### src/rtl/request_issue_unit.sv
// request_issue_unit
//   Buffers upstream requests in a 2-entry holding buffer and presents them
//   one at a time to a downstream queue, holding each request stable until the
//   queue acknowledges it. A stall counter raises a sticky timeout flag when an
//   acknowledge takes too long.
//
// Ports
//   clk_in            : clock, rising edge
//   reset_n_in        : asynchronous active-low reset
//   flush_in          : synchronous discard of buffered and in-flight requests
//   in_request_in     : upstream payload
//   in_valid_in       : upstream payload valid
//   in_ready_out      : buffer can accept one entry this cycle
//   request_out       : registered payload to downstream queue
//   request_valid_out : registered payload valid to downstream queue
//   issue_ack_in      : downstream acceptance pulse (cycle after sampling)
//   is_empty_out      : buffer empty and no request presented
//   issued_count_out  : number of acknowledged requests (wraps)
//   timeout_err_out   : sticky stall-timeout flag
module request_issue_unit #(
  parameter int unsigned SINGLE_ENTRY_WIDTH_IN_BITS = 64,
  parameter int unsigned TIMEOUT_CYCLES             = 256,
  parameter int unsigned TIMEOUT_CNT_WIDTH          = 9
) (
  input  logic                                  clk_in,
  input  logic                                  reset_n_in,
  input  logic                                  flush_in,
  input  logic [SINGLE_ENTRY_WIDTH_IN_BITS-1:0] in_request_in,
  input  logic                                  in_valid_in,
  output logic                                  in_ready_out,
  output logic [SINGLE_ENTRY_WIDTH_IN_BITS-1:0] request_out,
  output logic                                  request_valid_out,
  input  logic                                  issue_ack_in,
  output logic                                  is_empty_out,
  output logic [15:0]                           issued_count_out,
  output logic                                  timeout_err_out
);

  typedef enum logic {
    ST_IDLE,
    ST_WAIT_ACK
  } state_e;

  localparam logic [TIMEOUT_CNT_WIDTH-1:0] TIMEOUT_VAL = TIMEOUT_CNT_WIDTH'(TIMEOUT_CYCLES);

  state_e                                state_q,   state_d;
  logic [SINGLE_ENTRY_WIDTH_IN_BITS-1:0] mem_q [2];
  logic [SINGLE_ENTRY_WIDTH_IN_BITS-1:0] mem_d [2];
  logic                                  wr_ptr_q,  wr_ptr_d;
  logic                                  rd_ptr_q,  rd_ptr_d;
  logic [1:0]                            count_q,   count_d;
  logic [SINGLE_ENTRY_WIDTH_IN_BITS-1:0] req_q,     req_d;
  logic                                  valid_q,   valid_d;
  logic [15:0]                           issued_q,  issued_d;
  logic [TIMEOUT_CNT_WIDTH-1:0]          stall_q,   stall_d;
  logic                                  timeout_q, timeout_d;

  logic push;
  logic ack_pop;

  assign in_ready_out      = (count_q != 2'd2) && !flush_in;
  assign push              = in_valid_in && in_ready_out;
  assign ack_pop           = (state_q == ST_WAIT_ACK) && issue_ack_in;

  assign request_out       = req_q;
  assign request_valid_out = valid_q;
  assign issued_count_out  = issued_q;
  assign timeout_err_out   = timeout_q;
  assign is_empty_out      = (count_q == 2'd0) && (state_q == ST_IDLE);

  always_comb begin
    state_d   = state_q;
    mem_d     = mem_q;
    wr_ptr_d  = wr_ptr_q;
    rd_ptr_d  = rd_ptr_q;
    count_d   = count_q;
    req_d     = req_q;
    valid_d   = valid_q;
    issued_d  = issued_q;
    stall_d   = stall_q;
    // Flag follows the counter by one cycle and is not cleared by flush.
    timeout_d = timeout_q || (stall_q == TIMEOUT_VAL);

    if (flush_in) begin
      state_d  = ST_IDLE;
      wr_ptr_d = 1'b0;
      rd_ptr_d = 1'b0;
      count_d  = 2'd0;
      req_d    = '0;
      valid_d  = 1'b0;
      stall_d  = '0;
    end else begin
      if (push) begin
        mem_d[wr_ptr_q] = in_request_in;
        wr_ptr_d        = ~wr_ptr_q;
      end
      if (ack_pop) begin
        rd_ptr_d = ~rd_ptr_q;
        issued_d = issued_q + 16'd1;
      end
      count_d = count_q + {1'b0, push} - {1'b0, ack_pop};

      // The presented entry stays in the buffer until acknowledged, so the
      // head is at rd_ptr_q and the follower (if any) at ~rd_ptr_q.
      case (state_q)
        ST_IDLE: begin
          if (count_q != 2'd0) begin
            req_d   = mem_q[rd_ptr_q];
            valid_d = 1'b1;
            stall_d = '0;
            state_d = ST_WAIT_ACK;
          end
        end
        ST_WAIT_ACK: begin
          if (issue_ack_in) begin
            stall_d = '0;
            if (count_q > 2'd1) begin
              req_d   = mem_q[~rd_ptr_q];
              valid_d = 1'b1;
            end else begin
              valid_d = 1'b0;
              state_d = ST_IDLE;
            end
          end else if (stall_q != TIMEOUT_VAL) begin
            stall_d = stall_q + 1'b1;
          end
        end
        default: state_d = ST_IDLE;
      endcase
    end
  end

  always_ff @(posedge clk_in or negedge reset_n_in) begin
    if (!reset_n_in) begin
      state_q   <= ST_IDLE;
      mem_q[0]  <= '0;
      mem_q[1]  <= '0;
      wr_ptr_q  <= 1'b0;
      rd_ptr_q  <= 1'b0;
      count_q   <= 2'd0;
      req_q     <= '0;
      valid_q   <= 1'b0;
      issued_q  <= '0;
      stall_q   <= '0;
      timeout_q <= 1'b0;
    end else begin
      state_q   <= state_d;
      mem_q     <= mem_d;
      wr_ptr_q  <= wr_ptr_d;
      rd_ptr_q  <= rd_ptr_d;
      count_q   <= count_d;
      req_q     <= req_d;
      valid_q   <= valid_d;
      issued_q  <= issued_d;
      stall_q   <= stall_d;
      timeout_q <= timeout_d;
    end
  end

endmodule

### config.mk
export PLATFORM = sky130hd
export DESIGN_NAME = request_issue_unit
export DESIGN_NICKNAME = d
export VERILOG_FILES = /design/src/rtl/request_issue_unit.sv
export SDC_FILE = /design/constraint.sdc
export NUM_CORES = 1
export LEC_CHECK = 0
export ABC_AREA = 1
export CORE_MARGIN = 4
export CORE_UTILIZATION = 30
export DETAILED_ROUTE_END_ITERATION = 8
export MAX_ROUTING_LAYER = met4
export SYNTH_ARGS = -nofsm -noshare
export SYNTH_HDL_FRONTEND = slang
export SYNTH_SLANG_ARGS = --single-unit
### constraint.sdc
create_clock -name clk_in -period 3.47 [get_ports clk_in]
set_input_delay 0.694 -clock clk_in [delete_from_list [all_inputs] [get_ports clk_in]]
set_output_delay 0.694 -clock clk_in [all_outputs]
set_load 0.02 [all_outputs]
==> flow_summary.ini, run 1 <==
[run_status]
status = finished, final reports clean

[worst_setup_path]
slowest_delay_ns = 0.66
crit_path_start = flush_in
worstReg2RegEnd = request_out[17]
critPathKind = in2out
cp_max_fo = 3
crit_top_cell = clkdlybuf4s50_1
reg2reg_setup_slack_ns = 1.53
endpoint_kind = output pin
required_ns = 2.78
critPathArrivalTime_ns = 2.04
crit_chain = clkdlybuf4s50_1 -> a21oi_2 -> clkdlybuf4s50_1
slowest_stage = clkdlybuf4s50_1
reg2reg_from = state_q
crit_end = in_ready_out
ff2ff_path_depth = 7
start_kind = input port
cp_num_buf_inv = 2
critPathTopFamily = buffers and inverters
cp.depth = 3

[route]
via_count = 7635
postRouteAntennaNets = 0
dr.first_iter.drc_count = 345
drc = 0
dr.pass1.iters = 4
vias_per_cell = 4.25
finalWirelength_um = 23800
wl_per_cell_um = 13.3

[synth]
synth_edf_count = 0
yosysWarnings = 0
ys.flop_type = dfrtp_1
synthesis.nets = 1274
synthArstFlopShare = 1.00
yosysTopAreaCell = dfrtp_1
yosysMostFrequentCell = nand2_1
synth_top_family_by_area = simple AND/OR/NAND/NOR gates
ys_seq_elements = 224
synthCells = 1200
synth_area_um2 = 9900
synth_cell_types = 31
synthSimpleGateAreaFrac = 0.212
yosysSeqAreaShare = 0.566
synthTopCellsByArea = dfrtp_1, nand2_1, o21ai_0, inv_1, o21ai_1
synth_compound_area_frac = 0.105
synth-adder-area-share = 0.00632
yosys.area.top_type_share = 0.566
syn_area_per_cell_um2 = 8.25
muxShareOfSynthArea = 0
synth_xor_xnor_area_share = 0.0124
synth_commonest_cells = nand2_1, dfrtp_1, inv_1

[global_routing]
antenna_found_initial = 0
grtUsageTotal = 0.136
grt_pass1_vias = 7715
grt_overflow = 0
grt_first_pass_wirelength_um = 39800
grt_start_max_net_pins = 129

[floorplanning]
row_count = 66
fp.dieH_um = 190
ios = 153
core_area_um2 = 32500
die-area_um2 = 36000
fp.dieW_um = 190
start_util = 0.304

[timing]
fin_setup_tns_ns = 0
finalSetupViolCount = 0
grt_setup_unrepaired = false
worst_pin_slew_ns = 0.669
skew_ns = 0.0143
hold_viol = 0
layout_min_cycle_time_ns = 2.73
relSlewSlack = 0.554
drv_slew = 0
fmax_mhz = 366
period_share = 0.788

[cells_and_area]
finalNonFillerCells = 1795
nets = 1410
drive_gt1_frac = 0.0591
regArea_um2 = 5610
multi_input_area_um2 = 3360
synthToLayoutAreaGrowth_pct = 29.0
insertedDiodeCount = 0
fillCellCount = 3332

[clock_tree]
cts_sinks = 224
worstSkewPairLatency_ns = 0.53
cts_tree = done
cts_buffers = 27
cts_hold_buf = 0
clk_path_buf_depth = 3
clockRootBuffer = clkbuf_16
clk_pin_slew_ns = 0.06
cts_setup_buffers = 0
cts_resized = 0
htreeDepth = 1

[place]
io_buffers = 152
placedCellCount = 1749
gp_routability_congestion = 0.829
dp_hpwl_um = 15200

[job]
drv_cap = 0

[power_and_ir_drop]
p_leak_uw = 0.00629
ir_drop_mv = 0.584
power_density_nw_per_um2 = 816

[min_path]
worstHoldPathType = in2async
per-layer routing:
metal | routed length (um) | part of all wire | vias to the layer above | GRT usage
li1 | - | - | 3955 | -
met1 | 10800 | 0.45 | 3511 | 0.172
met2 | 11500 | 0.48 | 129 | 0.229
met3 | 993 | 0.042 | 40 | 0.0207
met4 | 592 | 0.025 | 0 | 0.0373
met5 | 0 | 0 | - | -
area by class of cell:
cell class | count | share of cell area
timing repair buffer | 163 | 0.134
multi-input combinational | 757 | 0.263
inverter | 163 | 0.0484
tap | 442 | 0.0433
clock inverter | 12 | 0.0132
sequential | 224 | 0.439
clock buffer | 34 | 0.0589
worst register-to-register path, stage by stage (launching register included):
cell     delay, ns
dfrtp_1       0.56
inv_2         0.11
nor2_1        0.27
nand2_1       0.15
nand2_2       0.36
buf_12        0.27
nand2_1       0.10
nand2_1       0.07
registers in the layout, indices dropped and copies added, names as in the netlist:
| name | count |
|---|---|
| mem_q | 128 |
| timeout_err_out | 1 |
| request_out | 64 |
| state_q | 1 |
| issued_count_out | 16 |
| request_valid_out | 1 |
| rd_ptr_q | 1 |
| stall_q | 9 |
| wr_ptr_q | 1 |
| count_q | 2 |
worst min path at each step:
stage | from | to
after global routing | reset_n_in | mem_q[95]
after global placement | timeout_err_out | timeout_err_out
after floorplan | reset_n_in | count_q[0]
after detailed placement | timeout_err_out | timeout_err_out
after CTS | reset_n_in | mem_q[98]
final | reset_n_in | mem_q[32]
cell families (layout without fill, tap and decap cells):
logic type	count (synthesis)	in the layout
adders and majority gates	5	5
AOI/OAI and AO/OA	202	202
DFF	224	224
buffers and inverters	219	372
and+or+nand+nor	536	536
xor gates and xnor gates	14	14
layout by cell type (no fill, tap or decap), drive strengths merged:
master	instances
clkinvlp	2
dfrtp	224
o21ai	198
nand3	16
a21oi	1
nand4	3
a211oi	1
nor3	3
o31ai	1
or2	2
nand3b	2
clkinv	6
bufinv	4
o21bai	1
inv	163
xnor2	6
ha	5
clkbuf	34
nand2	472
nor2	38
buf	12
xor2	8
clkdlybuf4s50	151
report_power, final:
part | switching (uW) | internal, uW
Combinational | 2090 | 1340
Clock | 1100 | 1820
Sequential | 519 | 3550
Total | 3710 | 6700
metrics by stage:
stage | hold WS [ns] | setup WS, ns | utilization | total power, uW | cell area [um^2]
2_1_floorplan | 0.398 | 1.48 | - | 6350 | 9900
3_3_place_gp | 0.450 | 0.775 | 0.364 | 7530 | 11800
3_5_place_dp | 0.456 | 0.737 | 0.364 | 7630 | 11800
4_1_cts | 0.181 | 0.731 | 0.392 | 10600 | 12800
5_1_grt | 0.204 | 0.704 | 0.392 | 11300 | 12800
6_report | 0.163 | 0.736 | 0.392 | 10400 | 12800
Note: power is estimated with default switching activity, not from simulation.
==> inputs of run 2 (changes only) <==
==> constraint.sdc (replaced) <==
create_clock -name clk_in -period 2.7 [get_ports clk_in]
set_input_delay 0.54 -clock clk_in [delete_from_list [all_inputs] [get_ports clk_in]]
set_output_delay 0.54 -clock clk_in [all_outputs]
set_load 0.02 [all_outputs]
==> run 2 against run 1 <==
  * Combinational power increased by 29%
  * Global-route usage decreased by 0.050 points
  * Cell area increased by 0.14%
  * Sequential share of layout area decreased by 0.060 points
  * Clock-buffer cell count increased by 3
  * Clock power increased by 23%
  * Total power increased by 27%
  * The flow now finishes with violations (hold timing)
  * Critical endpoint is now is_empty_out
  * Worst setup slack got worse by 0.46 ns
  * Via count increased by 0.25%
  * Flip-flop and latch count unchanged
  * Core utilization increased by 0.054 points
==> flow_summary.ini, run 2 (synthesis gave the netlist of run 1 again) <==
[timing]
worst_pin_slew_ns = 0.593
fin_setup_tns_ns = 0
hold_slack_ns = -0.00205
finalSetupViolCount = 0
fmax_mhz = 412
grt_setup_unrepaired = false
skew_ns = 0.00849
relSlewSlack = 0.605
layout_min_cycle_time_ns = 2.43
drv_slew = 0
hold_viol = 3
period_share = 0.900

[worst_setup_path]
cp_max_fo = 7
endpoint_kind = output pin
required_ns = 2.16
critPathArrivalTime_ns = 1.89
start_kind = register
critPathKind = reg2out

[place]
dp_hpwl_um = 14900
io_buffers = 152
gp_routability_congestion = 0.789

[run_status]
violations = hold timing
status = finished with violations

[global_routing]
met1_usage = 0.173
grt_overflow = 0
use_met2 = 0.230
grt_start_max_net_pins = 130
grt_pass1_vias = 7657
grtUsageTotal = 0.136
grt.busiest_layer = met2
grt_first_pass_wirelength_um = 39600
gr-usage-met3 = 0.0224
antenna_found_initial = 0

[job]
drv_cap = 0

[cells_and_area]
layout_commonest_cell = nand2_1
mostFrequentLayoutCells = nand2_1, dfrtp_1, inv_1, clkdlybuf4s50_1, o21ai_0
largest_reg_flops = 128
fillCellCount = 3334
nets = 1417
top_register = mem_q
drive_gt1_frac = 0.0603
synthToLayoutAreaGrowth_pct = 29.2
insertedDiodeCount = 0

[route]
finalWirelength_um = 23500
wl_per_cell_um = 13.0
via_count = 7654
vias_per_cell = 4.25
dr.first_iter.drc_count = 385
drc = 0
postRouteAntennaNets = 0
dr.pass1.iters = 5

[clock_tree]
cts_buffers = 26
worstSkewPairLatency_ns = 0.52
clockRootBuffer = clkbuf_16
cts_tree = done
cts_resized = 0
htreeDepth = 1
cts_hold_buf = 0
clk_pin_slew_ns = 0.06
cts_sinks = 224
clk_path_buf_depth = 3
cts_setup_buffers = 0

[power_and_ir_drop]
ir_drop_mv = 0.680
p_leak_uw = 0.00630
power_density_nw_per_um2 = 1030

[floorplanning]
ios = 153
start_util = 0.304
core_area_um2 = 32500
fp.dieH_um = 190
fp.dieW_um = 190
die-area_um2 = 36000
row_count = 66

[min_path]
worstHoldPathType = in2async
[run 2: cell types whose count changed in the layout (fill, tap and decap cells not counted), sizes merged]
cell and delta:
buf +8, clkbuf +3, clkinv -2, bufinv -1
clkinvlp -1, inv -1
[run 2: area by class of cell]
| class | count | area [um^2] | share of cell area |
|---|---|---|---|
| clock inverters | 7 | 113 | 0.00881 |
| inverters | 163 | 618 | 0.0484 |
| well taps | 442 | 553 | 0.0433 |
| flip-flops and latches | 224 | 5610 | 0.438 |
| repair buffers | 171 | 1780 | 0.139 |
| multi-input cells | 757 | 3360 | 0.263 |
| clock buffers | 37 | 753 | 0.0589 |
[run 2: worst paths after layout]
check,startpoint,to,slack (ns),depth (start not counted)
min reg2reg,timeout_err_out,timeout_err_out,0.46,1
min,reset_n_in,request_out[29],-0.002,1
max reg2reg,state_q,request_out[52],0.83,9
min in group clk_in,timeout_err_out,timeout_err_out,0.46,1
max in group asynchronous,reset_n_in,issued_count_out[2],1.90,2
max,state_q,is_empty_out,0.27,2
[run 2: power breakdown]
part | switching (uW) | total [uW] | internal, uW
logic | 2680 | 4440 | 1760
clock network | 1360 | 3570 | 2210
registers | 654 | 5210 | 4560
[run 2: critical path: stages, from the launching register on]
cell	delay (ns)
dfrtp_1	0.52
nor2_1	0.22
clkdlybuf4s50_1	0.64
[run 2: through the flow]
| step | instances | setup WS, ns | cell area, um^2 | power (uW) | utilization |
|---|---|---|---|---|---|
| final | 1801 | 0.271 | 12800 | 13200 | 0.393 |
| after global routing | 1801 | 0.190 | 12800 | 14400 | 0.393 |
| after CTS | 1801 | 0.220 | 12800 | 13500 | 0.393 |
| after detailed placement | 1757 | 0.230 | 11900 | 9820 | 0.366 |
| after global placement | 1757 | 0.274 | 11900 | 9710 | 0.366 |
| after floorplan | 1200 | 0.866 | 9900 | 8160 | - |
[run 2: layer usage]
layer | routed length (um) | share of wire
met3 | 1000 | 0.043
met1 | 10800 | 0.46
met4 | 348 | 0.015
met2 | 11300 | 0.48
met5 | 0 | 0
==> inputs of run 3 (changes only) <==
--- a/config.mk
+++ b/config.mk
@@ -8,6 +8,7 @@
 export ABC_AREA = 1
 export CORE_MARGIN = 4
 export CORE_UTILIZATION = 30
+export CTS_CLUSTER_SIZE = 12
 export DETAILED_ROUTE_END_ITERATION = 8
 export MAX_ROUTING_LAYER = met4
 export SYNTH_ARGS = -nofsm -noshare
==> results of run 3 <==
Same layout as run 2: the final DEF is identical, and so are final timing and power.
